===== src/rtl/tcc_ctrl_pkg.sv =====
// Shared types and constants for the accumulator-machine control unit.
// Opcode and ALU encodings are fixed by the instruction set.
package tcc_ctrl_pkg;

   localparam int DATA_WIDTH   = 11;
   localparam int OPCODE_WIDTH = 4;

   typedef enum logic [OPCODE_WIDTH-1:0] {
      HLT  = 4'd0,
      STO  = 4'd1,
      LD   = 4'd2,
      LDI  = 4'd3,
      ADD  = 4'd4,
      ADDI = 4'd5,
      SUB  = 4'd6,
      SUBI = 4'd7,
      IN   = 4'd8,
      OUT  = 4'd9,
      BEQ  = 4'd10,
      BLT  = 4'd11,
      JMP  = 4'd12,
      NOP  = 4'd15
   } opcode_t;

   typedef enum logic [1:0] {
      ALU_PASS_B = 2'b00,
      ALU_ADD    = 2'b01,
      ALU_SUB    = 2'b10,
      ALU_RSVD   = 2'b11
   } alu_op_t;

   typedef enum logic [2:0] {
      S_FETCH    = 3'd0,
      S_DECODE   = 3'd1,
      S_EXEC     = 3'd2,
      S_WAIT_IN  = 3'd3,
      S_WAIT_OUT = 3'd4,
      S_HALT     = 3'd5
   } ctrl_state_t;

   typedef struct packed {
      logic    in_ready;
      logic    out_valid;
      logic    ir_write;
      logic    pc_increment;
      logic    pc_load;
      logic    sel_A;
      logic    sel_B;
      alu_op_t alu_op;
      logic    acc_write;
      logic    mem_write;
      logic    halted;
   } ctrl_out_t;

   // Immediate forms take operand B from the sign-extended immediate.
   function automatic logic op_is_imm(input logic [OPCODE_WIDTH-1:0] op);
      return (op == LDI) || (op == ADDI) || (op == SUBI);
   endfunction

   function automatic alu_op_t op_alu(input logic [OPCODE_WIDTH-1:0] op);
      alu_op_t r;
      case (op)
         ADD, ADDI: r = ALU_ADD;
         SUB, SUBI: r = ALU_SUB;
         default:   r = ALU_PASS_B;
      endcase
      return r;
   endfunction

endpackage


===== src/rtl/control_unit_fsm_decoder.sv =====
// Combinational map from FSM state, latched opcode and live flags to the
// datapath control vector.
module control_decoder
   import tcc_ctrl_pkg::*;
(
   input  ctrl_state_t                 i_state,
   input  logic [OPCODE_WIDTH-1:0]     i_opcode,
   input  logic                        i_acc_zero,
   input  logic                        i_acc_negative,
   input  logic                        i_in_valid,
   output ctrl_out_t                   o_ctrl
);

   always_comb begin
      o_ctrl = '0;
      case (i_state)
         S_FETCH: begin
            o_ctrl.ir_write     = 1'b1;
            o_ctrl.pc_increment = 1'b1;
         end
         // Operand select is set up a cycle early so the synchronous memory
         // read issued here lands in EXEC.
         S_DECODE: begin
            o_ctrl.sel_B  = op_is_imm(i_opcode);
            o_ctrl.alu_op = op_alu(i_opcode);
         end
         S_EXEC: begin
            o_ctrl.sel_B  = op_is_imm(i_opcode);
            o_ctrl.alu_op = op_alu(i_opcode);
            case (i_opcode)
               LD, LDI, ADD, ADDI, SUB, SUBI: o_ctrl.acc_write = 1'b1;
               STO:     o_ctrl.mem_write = 1'b1;
               JMP:     o_ctrl.pc_load   = 1'b1;
               BEQ:     o_ctrl.pc_load   = i_acc_zero;
               BLT:     o_ctrl.pc_load   = i_acc_negative;
               default: ;
            endcase
         end
         S_WAIT_IN: begin
            o_ctrl.in_ready  = 1'b1;
            o_ctrl.sel_A     = 1'b1;
            o_ctrl.acc_write = i_in_valid;
         end
         S_WAIT_OUT: o_ctrl.out_valid = 1'b1;
         S_HALT:     o_ctrl.halted    = 1'b1;
         default: ;
      endcase
   end

endmodule


===== src/rtl/control_unit_fsm.sv =====
// Multi-cycle control unit: holds state and latched opcode; all output
// decoding lives in control_decoder.
module control_unit_fsm #(
   parameter int DATA_WIDTH   = tcc_ctrl_pkg::DATA_WIDTH,
   parameter int OPCODE_WIDTH = tcc_ctrl_pkg::OPCODE_WIDTH
) (
   input  logic                  clock,
   input  logic                  reset,
   input  logic [DATA_WIDTH-1:0] instruction_in,
   input  logic                  acc_zero,
   input  logic                  acc_negative,
   input  logic                  in_valid,
   input  logic                  out_ready,
   output logic                  in_ready,
   output logic                  out_valid,
   output logic                  ir_write,
   output logic                  pc_increment,
   output logic                  pc_load,
   output logic                  sel_A,
   output logic                  sel_B,
   output logic [1:0]            alu_op,
   output logic                  acc_write,
   output logic                  mem_write,
   output logic                  halted
);
   import tcc_ctrl_pkg::*;

   ctrl_state_t               r_state;
   ctrl_state_t               w_state_nxt;
   logic [OPCODE_WIDTH-1:0]   r_opcode;
   ctrl_out_t                 w_ctrl;
   ctrl_out_t                 w_out;

   always_ff @(posedge clock) begin
      if (reset) begin
         r_state  <= S_FETCH;
         r_opcode <= NOP;
      end else begin
         r_state <= w_state_nxt;
         if (r_state == S_FETCH)
            r_opcode <= instruction_in[DATA_WIDTH-1 -: OPCODE_WIDTH];
      end
   end

   always_comb begin
      w_state_nxt = r_state;
      case (r_state)
         S_FETCH:  w_state_nxt = S_DECODE;
         S_DECODE: begin
            case (r_opcode)
               HLT:     w_state_nxt = S_HALT;
               IN:      w_state_nxt = S_WAIT_IN;
               OUT:     w_state_nxt = S_WAIT_OUT;
               default: w_state_nxt = S_EXEC;
            endcase
         end
         S_EXEC:     w_state_nxt = S_FETCH;
         S_WAIT_IN:  if (in_valid)  w_state_nxt = S_FETCH;
         S_WAIT_OUT: if (out_ready) w_state_nxt = S_FETCH;
         S_HALT:     w_state_nxt = S_HALT;
         default:    w_state_nxt = S_FETCH;
      endcase
   end

   control_decoder u_dec (
      .i_state        (r_state),
      .i_opcode       (r_opcode),
      .i_acc_zero     (acc_zero),
      .i_acc_negative (acc_negative),
      .i_in_valid     (in_valid),
      .o_ctrl         (w_ctrl)
   );

   // Reset blanks every output so no handshake can complete in that cycle.
   assign w_out = reset ? '0 : w_ctrl;

   assign in_ready     = w_out.in_ready;
   assign out_valid    = w_out.out_valid;
   assign ir_write     = w_out.ir_write;
   assign pc_increment = w_out.pc_increment;
   assign pc_load      = w_out.pc_load;
   assign sel_A        = w_out.sel_A;
   assign sel_B        = w_out.sel_B;
   assign alu_op       = w_out.alu_op;
   assign acc_write    = w_out.acc_write;
   assign mem_write    = w_out.mem_write;
   assign halted       = w_out.halted;

endmodule


===== config.mk =====
export PLATFORM = sky130hd
export DESIGN_NAME = control_unit_fsm
export DESIGN_NICKNAME = d
export VERILOG_FILES = /design/src/rtl/tcc_ctrl_pkg.sv /design/src/rtl/control_unit_fsm_decoder.sv /design/src/rtl/control_unit_fsm.sv
export SDC_FILE = /design/constraint.sdc
export NUM_CORES = 1
export LEC_CHECK = 0
export ABC_AREA = 0
export ABC_CLOCK_PERIOD_IN_PS = 1500
export BUFFER_PORTS_ARGS = -buffer_cell sky130_fd_sc_hd__buf_2
export CAP_MARGIN = 5
export CELL_PAD_IN_SITES_DETAIL_PLACEMENT = 1
export CELL_PAD_IN_SITES_GLOBAL_PLACEMENT = 1
export CORE_MARGIN = 1
export CORE_UTILIZATION = 28
export CTS_CLUSTER_SIZE = 12
export DETAILED_ROUTE_END_ITERATION = 8
export PLACE_DENSITY = 0.78
export SLEW_MARGIN = 0
export SYNTH_ARGS = -nofsm -noshare
export SYNTH_HDL_FRONTEND = slang
export SYNTH_SLANG_ARGS = --single-unit

===== constraint.sdc =====
create_clock -name clock -period 1.5 [get_ports clock]
set_clock_uncertainty 0.2 [all_clocks]
set_input_delay 0.075 -clock clock [delete_from_list [all_inputs] [get_ports clock]]
set_output_delay 0.075 -clock clock [all_outputs]
set_load 0.03 [all_outputs]

==> results.txt <==
----------------------------------------------------
[Setup path]
  WP data required ... 1.22 ns
  Arrival time at the worst endpoint ... 1.48 ns
  Worst Setup Start Kind ... register
  Critical path's largest stage delay ... 0.37 ns
  Cells along the critical path ... or2b_1, a21oi_2, nand3_1, nor2_1, buf_4
  Top fanout value on the critical path ... 5
  Worst Setup End Kind ... output pin
  Critical path start-end classification ... reg -> out
  Cell with the largest stage delay on the worst path ... dfxtp_4

[Clock tree]
  Clock Latency Late Sink ... 0.26 ns
  CTS tree ... built
  H-tree Lvls ... 1
  CTS sink count ... 7
  CTS max path bufs ... 2
  Root cell of the clock tree ... clkbuf_4
  Worst-path clk slew ... 0.06 ns
  Number of buffers created by CTS ... 3

[Die]
  Area of the core ... 0.00159 sq mm
  Die area ... 0.00196 sq mm
  Die Height ... 44.3 um
  Initial Utilization ... 31.4%
  I/O pin cnt ... 29
  X dimension of the die ... 44.3 um
  Site Rows ... 14

[Logic synthesis]
  Netlist Area Pre-Place ... 500 sq um
  Total nets after synthesis ... 81
  Synthesized area divided by synthesized cell count ... 7.82 sq um
  Library cell occupying the most area in the post-synthesis netlist ... dfxtp_1
  Seq/Total Area, Yosys ... 28.0%
  Synth warn ... 0
  Unique masters post-synth ... 31
  Top area cells in the synthesized netlist ... dfxtp_1 (28%), nor2_1 (7.5%), buf_6 (4.5%)
  Synthesis-stage register bit count ... 7
  Gate Count Post-Synth ... 64
  Top-area cell type share of the netlist area ... 28.0%

[Detailed routing]
  DRC viols ... 0
  Routed wire length ... 1600 um
  Average routed wire per standard cell ... 13.2 um
  Total iterations of the first detailed-routing run ... 4
  Via count ... 593
  Avg Vias per Cell ... 4.90
  First DRT Iteration DRCs ... 10
  Residual antenna-violating net count after detailed routing ... 0

[GRT]
  Largest net degree at the start of global routing ... 14
  Number of antenna violations at the first check in global routing ... 0
  Global-route congestion overflow total ... 0
  Vias in the first global route ... 555
  First-pass GRT wire length ... 2510 um
  GRT Util Overall ... 17.9%

[Place]
  Placer congestion estimate ... 0.745
  IO Port Bufs ... 21
  Area after detailed placement ... 658 sq um
  Final HPWL DP ... 1010 um

[Run]
  Max Cap Viol ... 0

[Outcome]
  Status ... complete, but fails checks
  Violated checks ... setup timing

[Power]
  Switching pwr ... 0.234 mW
  Sequential Power Share ... 35.7%
  Internal power component ... 0.434 mW
  Worst IR Drop VDD ... 406 uV
  Combinational Power Share ... 37.3%
  Leak pwr ... 0.372 nW
  Sw frac ... 35.0%
  Clock network fraction of design power ... 27.0%
  Power Dens Cells ... 778 mW/mm^2

[Cells and area]
  Utilization after layout ... 53.8%
  Fraction of layout cells with a size suffix above 1 ... 47.4%
  Post-route cell area ... 858 sq um
  Post-synthesis to final-layout area growth ... 71.5%
  Number of inserted diodes ... 0
  Net count of the finished layout ... 115

[Timing]
  RSZ-0062 raised after global routing ... yes
  Worst Hold Slack ... 0.0281 ns
  Slew Limit Headroom ... 75.6%
  Max-slew violation count ... 0
  Post-layout worst setup margin ... -0.254 ns
  Worst Tran Pin Value ... 0.366 ns
  Final hold violation count ... 0
  Final worst path period need ... 1.75 ns
  Total Negative Setup Slacks ... -1.67 ns
  Final Cycle Share ... 117%
  Maximum frequency from static timing analysis ... 570 MHz
  Final setup violating endpoints ... 12

[Worst hold path]
  Worst min-delay path class ... in -> reg

----------------------------------------------------
## layout make-up
class                           count  area (sq um)
Multi-Input combinational cell     50           364
Tap cell                           24          30.0
Inverter                            1          3.75
Clock buffer                        4          26.3
Fill cell                         188           736
Sequential cell                     7           151
Timing Repair Buffer               35           283
## worst max-delay path, delay by kind of cell (launching register included)
kind / cells / cell delay, ns
AND/OR/NAND/NOR: 3 / 0.51
flip-flops: 1 / 0.37
buffers and inverters: 1 / 0.16
AO/OA/AOI/OAI: 1 / 0.18
## cells in the final DEF, fill, tap and decap left out, types with 2 or more instances in the layout
| cell type | count |
|---|---|
| nor3_1 | 2 |
| buf_6 | 6 |
| nand2b_4 | 2 |
| nand2_1 | 6 |
| nand2b_1 | 2 |
| dfxtp_1 | 4 |
| clkbuf_4 | 3 |
| dfxtp_4 | 3 |
| nand3b_1 | 3 |
| nor2_1 | 7 |
| nand3_1 | 2 |
| o21ai_0 | 3 |
| a21oi_2 | 2 |
| dlygate4sd3_1 | 8 |
| nor2_2 | 2 |
| buf_2 | 9 |
| buf_4 | 12 |
## cells by family after synthesis
kind of cell | after synthesis | synth area share (%)
and+or+nand+nor | 37 | 43.5
AOI/OAI and AO/OA | 12 | 16.7
DFF | 7 | 28.0
buffers and inverters | 7 | 10.0
xor gates and xnor gates | 1 | 1.75
## path summary, 6_finish.rpt
check                     end  depth (start not counted)        start  slack, ns
setup / recovery    alu_op[1]                          5   r_state[1]      -0.25
hold / removal     r_state[2]                          3    out_ready       0.03
setup reg to reg   r_state[2]                          5   r_state[1]          0
hold reg to reg   r_opcode[3]                          2  r_opcode[3]       0.35
## power groups by stage
stage               combinational, mW  sequential (mW)  clock (mW)
detailed placement              0.192            0.242           0
CTS                             0.234            0.237       0.189
floorplan                       0.149            0.233           0
global route                    0.268            0.242       0.197
finish                          0.249            0.239       0.180
global placement                0.187            0.241           0
## flip-flops by register name (all words and copies together), names as in the netlist
register,flops
r_opcode,4
r_state,3
## synthesized netlist by cell type (all sizes together)
library cell	n
a21oi	3
or2b	1
a32o	1
xor2	1
and4b	1
or3	1
a211oi	1
nand2	6
nand2b	4
inv	1
nand4b	1
and4	1
a2111oi	1
a211o	1
or2	1
nor3b	2
nand3	2
nand3b	3
o32a	1
clkbuf	1
dfxtp	7
o21ai	3
nor2	10
nor3	3
a22oi	1
and3b	1
buf	5
## stage by stage
stage	std cells	power [mW]	worst slack, ns
finish	121	0.667	-0.254
global route	121	0.707	-0.321
CTS	120	0.660	-0.195
detailed placement	107	0.434	-0.0682
global placement	107	0.428	0.00375
floorplan	64	0.381	-0.0902
## per-layer routing
| layer | global-route usage [%] | vias to the layer above | part of all wire [%] |
|---|---|---|---|
| li1 | - | 294 | - |
| met1 | 22.9 | 284 | 46 |
| met2 | 28.8 | 15 | 51 |
| met3 | 2.86 | 0 | 2.9 |
| met4 | 9.09 | 0 | 0 |
| met5 | 0 | - | 0 |
## what timing repair did
| action | CTS | global route |
|---|---|---|
| resized for setup | 26 | 3 |
| endpoints found under the hold margin | 6 | 0 |
| endpoints found under the setup margin | 13 | 14 |
| pin swaps | 2 | 5 |
| gates cloned | 0 | 0 |
| hold buffers | 8 | 0 |
| setup buffers | 1 | 1 |
Power figures use the tool's default switching activity.
